[config.mk]
export PLATFORM = sky130hd
export DESIGN_NAME = pitch_sequencer_flat
export DESIGN_NICKNAME = d
export VERILOG_FILES = /design/src/rtl/pitch_sequencer_if.sv /design/src/rtl/pitch_sequencer.sv /design/src/flat_wrapper.sv
export SDC_FILE = /design/constraint.sdc
export NUM_CORES = 1
export LEC_CHECK = 0
export CAP_MARGIN = 20
export CORE_ASPECT_RATIO = 1.4
export CORE_MARGIN = 2
export CORE_UTILIZATION = 44
export CTS_BUF_LIST = sky130_fd_sc_hd__clkbuf_4 sky130_fd_sc_hd__clkbuf_8
export CTS_CLUSTER_SIZE = 12
export DETAILED_ROUTE_END_ITERATION = 10
export DONT_BUFFER_PORTS = 1
export SLEW_MARGIN = 20
export SYNTH_ARGS = -nofsm -noshare
export SYNTH_HDL_FRONTEND = slang
export SYNTH_SLANG_ARGS = --single-unit
[constraint.sdc]
create_clock -name clk -period 4.1 [get_ports clk]
set_input_delay 0.82 -clock clk [delete_from_list [all_inputs] [get_ports clk]]
set_output_delay 0.82 -clock clk [all_outputs]
set_load 0.02 [all_outputs]
[src/rtl/pitch_sequencer_if.sv]
// Pitch sequencer control/status bundle: requests and configuration in,
// sequencing status and latched configuration out.
interface pitch_sequencer_if;
    logic       pitch_req;
    logic       abort;
    logic [3:0] speedCode;
    logic [1:0] mode;
    logic       busy;
    logic       cfg_lock;
    logic [3:0] step_idx;
    logic       step_strobe;
    logic       done;
    logic       aborted;
    logic [3:0] lat_speed;
    logic [1:0] lat_mode;

    modport master (
        output pitch_req, abort, speedCode, mode,
        input  busy, cfg_lock, step_idx, step_strobe, done, aborted,
               lat_speed, lat_mode
    );

    modport slave (
        input  pitch_req, abort, speedCode, mode,
        output busy, cfg_lock, step_idx, step_strobe, done, aborted,
               lat_speed, lat_mode
    );
endinterface

[src/rtl/pitch_sequencer.sv]
// Pitch sequencer: IDLE -> WINDUP -> FLIGHT (16-position LED sweep) -> COOLDOWN,
// timed in prescaled ticks, with abort and speed/mode latching at start.
module pitch_sequencer #(
    parameter int unsigned TICK_CYCLES  = 100000,
    parameter int unsigned WINDUP_TICKS = 500,
    parameter int unsigned COOL_TICKS   = 1000
) (
    input  logic               clk,
    input  logic               rstN,
    pitch_sequencer_if.slave   bus
);
    localparam int unsigned PW   = (TICK_CYCLES > 1) ? $clog2(TICK_CYCLES) : 1;
    localparam int unsigned TM1  = (WINDUP_TICKS > COOL_TICKS) ? WINDUP_TICKS : COOL_TICKS;
    // The tick counter must also reach the longest flight step period (28).
    localparam int unsigned TMAX = (TM1 > 28) ? TM1 : 28;
    localparam int unsigned CW   = $clog2(TMAX + 1);

    typedef enum logic [1:0] {IDLE, WINDUP, FLIGHT, COOLDOWN} state_t;

    state_t        state;
    logic [PW-1:0] presc;
    logic [CW-1:0] tick_cnt;
    logic          req_q;
    logic          busy_r;
    logic [3:0]    step_idx_r;
    logic          step_strobe_r;
    logic          done_r;
    logic          aborted_r;
    logic [3:0]    lat_speed_r;
    logic [1:0]    lat_mode_r;

    logic       tick;
    logic       start;
    logic [4:0] period;
    logic       period_end;

    assign tick       = (presc == PW'(TICK_CYCLES - 1));
    assign start      = (state == IDLE) && bus.pitch_req && !req_q;
    assign period     = 5'd24 - {lat_speed_r, 1'b0} + ((lat_mode_r == 2'd3) ? 5'd4 : 5'd0);
    assign period_end = tick && (tick_cnt == CW'(period - 5'd1));

    always_ff @(posedge clk or negedge rstN) begin
        if (!rstN) begin
            state         <= IDLE;
            presc         <= '0;
            tick_cnt      <= '0;
            req_q         <= 1'b0;
            busy_r        <= 1'b0;
            step_idx_r    <= '0;
            step_strobe_r <= 1'b0;
            done_r        <= 1'b0;
            aborted_r     <= 1'b0;
            lat_speed_r   <= 4'd3;
            lat_mode_r    <= 2'd1;
        end else begin
            req_q         <= bus.pitch_req;
            step_strobe_r <= 1'b0;
            done_r        <= 1'b0;
            aborted_r     <= 1'b0;
            presc         <= tick ? '0 : presc + 1'b1;
            if (tick)
                tick_cnt <= tick_cnt + 1'b1;

            // Abort outranks every tick-driven transition in the busy states.
            if (state != IDLE && bus.abort) begin
                state      <= IDLE;
                busy_r     <= 1'b0;
                step_idx_r <= '0;
                aborted_r  <= 1'b1;
                tick_cnt   <= '0;
            end else begin
                case (state)
                    IDLE: begin
                        step_idx_r <= '0;
                        if (start) begin
                            state       <= WINDUP;
                            busy_r      <= 1'b1;
                            presc       <= '0;
                            tick_cnt    <= '0;
                            lat_speed_r <= (bus.speedCode > 4'd8) ? 4'd8 : bus.speedCode;
                            lat_mode_r  <= (bus.mode == 2'd0) ? 2'd1 : bus.mode;
                        end
                    end
                    WINDUP: begin
                        if (tick && tick_cnt == CW'(WINDUP_TICKS - 1)) begin
                            state      <= FLIGHT;
                            tick_cnt   <= '0;
                            step_idx_r <= '0;
                        end
                    end
                    FLIGHT: begin
                        if (period_end) begin
                            tick_cnt <= '0;
                            if (step_idx_r != 4'd15) begin
                                step_idx_r    <= step_idx_r + 1'b1;
                                step_strobe_r <= 1'b1;
                            end else begin
                                state <= COOLDOWN;
                            end
                        end
                    end
                    COOLDOWN: begin
                        if (tick && tick_cnt == CW'(COOL_TICKS - 1)) begin
                            state      <= IDLE;
                            busy_r     <= 1'b0;
                            step_idx_r <= '0;
                            done_r     <= 1'b1;
                            tick_cnt   <= '0;
                        end
                    end
                    default: state <= IDLE;
                endcase
            end
        end
    end

    assign bus.busy        = busy_r;
    assign bus.cfg_lock    = busy_r;
    assign bus.step_idx    = step_idx_r;
    assign bus.step_strobe = step_strobe_r;
    assign bus.done        = done_r;
    assign bus.aborted     = aborted_r;
    assign bus.lat_speed   = lat_speed_r;
    assign bus.lat_mode    = lat_mode_r;
endmodule

[src/flat_wrapper.sv]
// flat-port wrapper written by rule: the top's interface ports become plain ports
module pitch_sequencer_flat 
#(
    parameter int unsigned TICK_CYCLES  = 100000,
    parameter int unsigned WINDUP_TICKS = 500,
    parameter int unsigned COOL_TICKS   = 1000
)
  (clk, rstN, bus_pitch_req, bus_abort, bus_speedCode, bus_mode, bus_busy, bus_cfg_lock, bus_step_idx, bus_step_strobe, bus_done, bus_aborted, bus_lat_speed, bus_lat_mode);
  pitch_sequencer_if bus_i ();
  input  logic clk;
  input  logic rstN;
  input wire logic [$bits(bus_i.pitch_req)-1:0] bus_pitch_req;
  input wire logic [$bits(bus_i.abort)-1:0] bus_abort;
  input wire logic [$bits(bus_i.speedCode)-1:0] bus_speedCode;
  input wire logic [$bits(bus_i.mode)-1:0] bus_mode;
  output wire logic [$bits(bus_i.busy)-1:0] bus_busy;
  output wire logic [$bits(bus_i.cfg_lock)-1:0] bus_cfg_lock;
  output wire logic [$bits(bus_i.step_idx)-1:0] bus_step_idx;
  output wire logic [$bits(bus_i.step_strobe)-1:0] bus_step_strobe;
  output wire logic [$bits(bus_i.done)-1:0] bus_done;
  output wire logic [$bits(bus_i.aborted)-1:0] bus_aborted;
  output wire logic [$bits(bus_i.lat_speed)-1:0] bus_lat_speed;
  output wire logic [$bits(bus_i.lat_mode)-1:0] bus_lat_mode;
  assign bus_i.pitch_req = bus_pitch_req;
  assign bus_i.abort = bus_abort;
  assign bus_i.speedCode = bus_speedCode;
  assign bus_i.mode = bus_mode;
  assign bus_busy = bus_i.busy;
  assign bus_cfg_lock = bus_i.cfg_lock;
  assign bus_step_idx = bus_i.step_idx;
  assign bus_step_strobe = bus_i.step_strobe;
  assign bus_done = bus_i.done;
  assign bus_aborted = bus_i.aborted;
  assign bus_lat_speed = bus_i.lat_speed;
  assign bus_lat_mode = bus_i.lat_mode;
  pitch_sequencer #(.TICK_CYCLES(TICK_CYCLES), .WINDUP_TICKS(WINDUP_TICKS), .COOL_TICKS(COOL_TICKS)) u_core (.clk(clk), .rstN(rstN), .bus(bus_i));
endmodule
# == Yosys cells after proc, flatten, opt, wreduce, memory -nomap -nowiden ==
# Index checks and enable logic that the tools add are counted.
# totals
regBits,44
inputBits,10
# classes
add_sub_neg,6
n_lt_le_gt_ge,1
eq_ne,15
muxes,39
bitwise_logic,1
reduce_logical,15
# op_table
operator,n
$mux W17,4
$mux W10,6
$pmux W10 S4,1
$mux W4,6
$add A17 B1 Y17 const B,1
$eq A17 B17 Y1 const B,1
$pmux W4 S4,1
$mux W2,7
$ne A3 B1 Y1 const B,4
$mux W1,11
$add A10 B1 Y10 const B,1
$eq A10 B10 Y1,1
$eq A10 B10 Y1 const B,1
$eq A10 B9 Y1 const B,1
$pmux W2 S4,1
$eq A2 B2 Y1 const B,3
$logic_and A1 B1 Y1,6
$ne A3 B2 Y1 const B,2
$reduce_and A3 Y1,2
$sub A5 B1 Y6 const B,1
$add A5 B5 Y5,1
$reduce_and A5 Y1,1
$sub A5 B5 Y5 const A,1
$add A4 B1 Y4 const B,1
11 further kinds,12

# == Longest topological paths before layout ==
# depth
depth_word,9
mapped_depth,10

# == Worst setup path after synthesis ==
# Ideal clock, no wire load.
# synth_path
kind,flip-flop to flip-flop
startpoint,reg u_core.lat_mode_r[0] (netlist: u_core.bus.lat_mode[0])
endpoint,reg u_core.step_idx_r[0] (netlist: u_core.bus.step_idx[0])
setup_ns,0.079
t_arrival_ns,2.745
required_ns,4.021
setup_slack_ns,1.276
path_stages_with_launch,10
n_path_buf,0
synth_period_minus_slack_ns,2.824
cell_sequence,dfstp_2 > and2_1 > inv_1 > fa_1 > xor2_1 > a211o_1 > a211o_1 > mux2_4 > nor4_1 > mux2i_1
# synth_via
elab_chain_len,8
# synth_lines
item,line_no,source
start: declaration,pitch_sequencer.sv:30,logic [1:0] lat_mode_r;
start signal: assignment,pitch_sequencer.sv:81,lat_mode_r <= (bus.mode == 2'd0) ? 2'd1 : bus.mode;
$eq A2 B2 Y1,pitch_sequencer.sv:39,"assign period = 5'd24 - {lat_speed_r, 1'b0} + ((lat_mode_r == 2'd3) ? 5'd4 : 5'd0);"
$mux W3,pitch_sequencer.sv:39,
$add A5 B5 Y5,pitch_sequencer.sv:39,
$sub A5 B1 Y6,pitch_sequencer.sv:40,assign period_end = tick && (tick_cnt == CW'(period - 5'd1));
$eq A10 B10 Y1,pitch_sequencer.sv:40,
$logic_and A1 B1 Y1,pitch_sequencer.sv:40,
$ne A3 B1 Y1 (no line),--,
$reduce_and A4 Y1 (no line),--,
end signal: assignment,pitch_sequencer.sv:95,step_idx_r <= step_idx_r + 1'b1;
end: declaration,pitch_sequencer.sv:25,logic [3:0] step_idx_r;
# Every way passes these cells.
# A chain may end at the register's enable or synchronous reset.

# == Final worst setup path ==
# layout_path
startpoint,reg u_core.lat_mode_r[0] (netlist: u_core.bus.lat_mode[0])
endpoint,reg u_core.step_idx_r[3] (netlist: u_core.bus.step_idx[3])
# Same word-level chain as after synthesis.

==> flow_summary.ini <==
[placed_design]
io_buffers = 0
hpwl_mm = 4.039
dp_cells = 361
gp_congestion = 0.8072
pre_cts_slack_ps = 1095

[timing]
fin_ws_ps = 1108
setup_viol = 0
worst_slew_pin_slew_ps = 817.7
rsz0062_at_grt = no
period_share = 0.7298
hold_viol = 0
fin_worst_skew_ps = 3.931
finalCriticalPeriod_ps = 2992
slew_headroom = 0.4529
fmax_mhz = 334.2
slew_violations = 0
setup_tns_ps = 0

[global_route]
gr-usage-all-layers = 0.1717
grt_pass1_vias = 1957
grt.overflow.total = 0
antenna_found_initial = 0
grt_pass1_wl_mm = 9.252
grt_start_max_net_pins = 45

[final_layout]
drive_gt1_frac = 0.06355
antenna_cells = 0
layout.nets = 319
post-route-util = 0.4855
synthToLayoutAreaGrowth_pct = 6.408
fin_cells = 369
layout_common_cells = dfrtp_1 (41), nand2_1 (37), nor2_1 (29)
layout_commonest_cell = dfrtp_1

[power]
power_w = 0.001585
cellPowerDensity_nw_per_um2 = 556.9
vdd_drop_max_v = 0.0003597
p_leak_nw = 1.197

[cts]
path_clk_slew_ps = 80
h-tree-depth = 2
cts_tree = yes
cts.sinks = 44
cts_resized = 0
root_buffer = clkbuf_8
clockBufferDepth = 2
cts_setup_buffers = 0
cts-buffers-inserted = 5
clock_latency_ps = 290
hold_buffers = 0

[route]
drt_iter0_drc = 104
ant_nets = 0
routedWlPerCell_um = 14.98
firstDrtPassIters = 4
vias_per_cell = 5.745
route.vias.total = 2120
drc = 0
totalWireLength_mm = 5.528

[yosys]
netlist.area_leader.share = 0.3835
synth-seq-cells = 44
synthesis.area_um2 = 2675
synth_ff_type = dfrtp_1
synthCells = 298
yosys_warnings = 0
synth_edf_count = 0
yosys.area.top_type = dfrtp_1
synth-seq-area-share = 0.4130
syn_nets = 319
syn_area_per_cell_um2 = 8.977
ys_types = 50
async_flop_share = 1.000
synth.area.top_cells = dfrtp_1 (38%), nand2_1 (5.2%), xor2_1 (4.9%)

[worst_setup_path]
cp_max_fo = 9
start_kind = flop
cp.arrival_ps = 3220
cp-end-kind = flop
crit_required_ps = 4320
crit_type = flop to flop

[floorplanning]
io_pins = 25
start_util = 0.4563
die_h_um = 96.26
rows = 33
die_area_um2 = 6728
die_w_um = 69.90
core_area_um2 = 5863

[job]
maxCapViolCount = 0

[min_path]
min_path_type = primary input to async pin

[run_status]
status = completed
## critical path, stage by stage (launching register included)
cell and delay, ps:
dfstp_2 610, and2_1 170, inv_1 50, fa_1 410
xor2_1 190, a211o_1 310, a211o_1 260, mux2_4 330
nor4_1 380, mux2i_1 220
## sequential cells by signal (all words and copies together) (netlist names)
name / flops
u_core.bus.aborted: 1
u_core.bus.busy: 1
u_core.bus.done: 1
u_core.bus.lat_mode: 2
u_core.bus.lat_speed: 4
u_core.bus.step_idx: 4
u_core.bus.step_strobe: 1
u_core.presc: 17
u_core.req_q: 1
u_core.state: 2
u_core.tick_cnt: 10
## metal layers
layer | wire [µm] | GRT usage | part of all wire | vias to the layer above
li1 | - | - | - | 1040
met5 | 0 | 0 | 0 | -
met1 | 2353 | 0.1987 | 0.43 | 1032
met4 | 147 | 0.07532 | 0.027 | 0
met2 | 2826 | 0.3024 | 0.51 | 37
met3 | 200 | 0.04188 | 0.036 | 11
## power breakdown
part | internal (W) | leakage, nW | switching (W)
Clock | 0.000188 | 0.0586 | 0.000148
Combinational | 0.000245 | 0.556 | 0.000351
Sequential | 0.000517 | 0.582 | 0.000136
## synthesized netlist by cell type, types with 2 or more instances
cell type  instances
a211o_1            2
a21oi_1            3
a31oi_1            3
and2_1             6
and3_1             3
and3b_1            2
and4_1             3
clkbuf_1           6
dfrtp_1           41
dfstp_2            3
ha_1              10
inv_1             13
mux2_2             2
mux2i_1            3
nand2_1           37
nand2b_1           8
nand3_1           11
nand4_1           13
nor2_1            29
nor3_1             4
nor4_1             8
nor4b_1            2
nor4bb_1           3
o21ai_0           14
o21ai_1           15
o22ai_1            2
or3_1              2
xnor2_1           14
xor2_1            15
## logic make-up after synthesis
group	share of synthesized area
AND/OR/NAND/NOR	0.2732
XOR/XNOR	0.09495
flip-flops	0.4130
buffers and inverters	0.03274
AO/OA/AOI/OAI	0.1024
adder cells (fa/ha/maj)	0.05426
multiplexers	0.02946
## area by class of cell
cell class / instances / area, µm²
clock buffers: 6 / 76.32
inverters: 14 / 52.55
well taps: 70 / 87.58
repair buffers: 1 / 7.507
flip-flops and latches: 44 / 1105
multi-input cells: 232 / 1483
clock inverters: 2 / 35.03
fillers: 588 / 3017
## per-stage QoR
| step | area [µm²] | hold slack (ps) |
|---|---|---|
| final | 2846 | 210.5 |
| after CTS | 2846 | 198.5 |
| after global placement | 2735 | 475.6 |
| after global routing | 2846 | 190.8 |
| after detailed placement | 2735 | 483.2 |
| after floorplan | 2675 | 454.9 |
## final timing paths
path,from,end,slack [ps],depth (start not counted)
worst max-delay path,u_core.bus.lat_mode[0],u_core.bus.step_idx[3],1110,9
worst min-delay path,rstN,u_core.presc[12],210,0
worst max register to register,u_core.bus.lat_mode[0],u_core.bus.step_idx[3],1110,9
worst min register to register,u_core.presc[0],u_core.presc[0],490,1
max in group asynchronous,rstN,u_core.bus.lat_mode[0],3690,0
min in group clk,u_core.presc[0],u_core.presc[0],490,1
No activity file was read; power rests on OpenSTA's default activity.
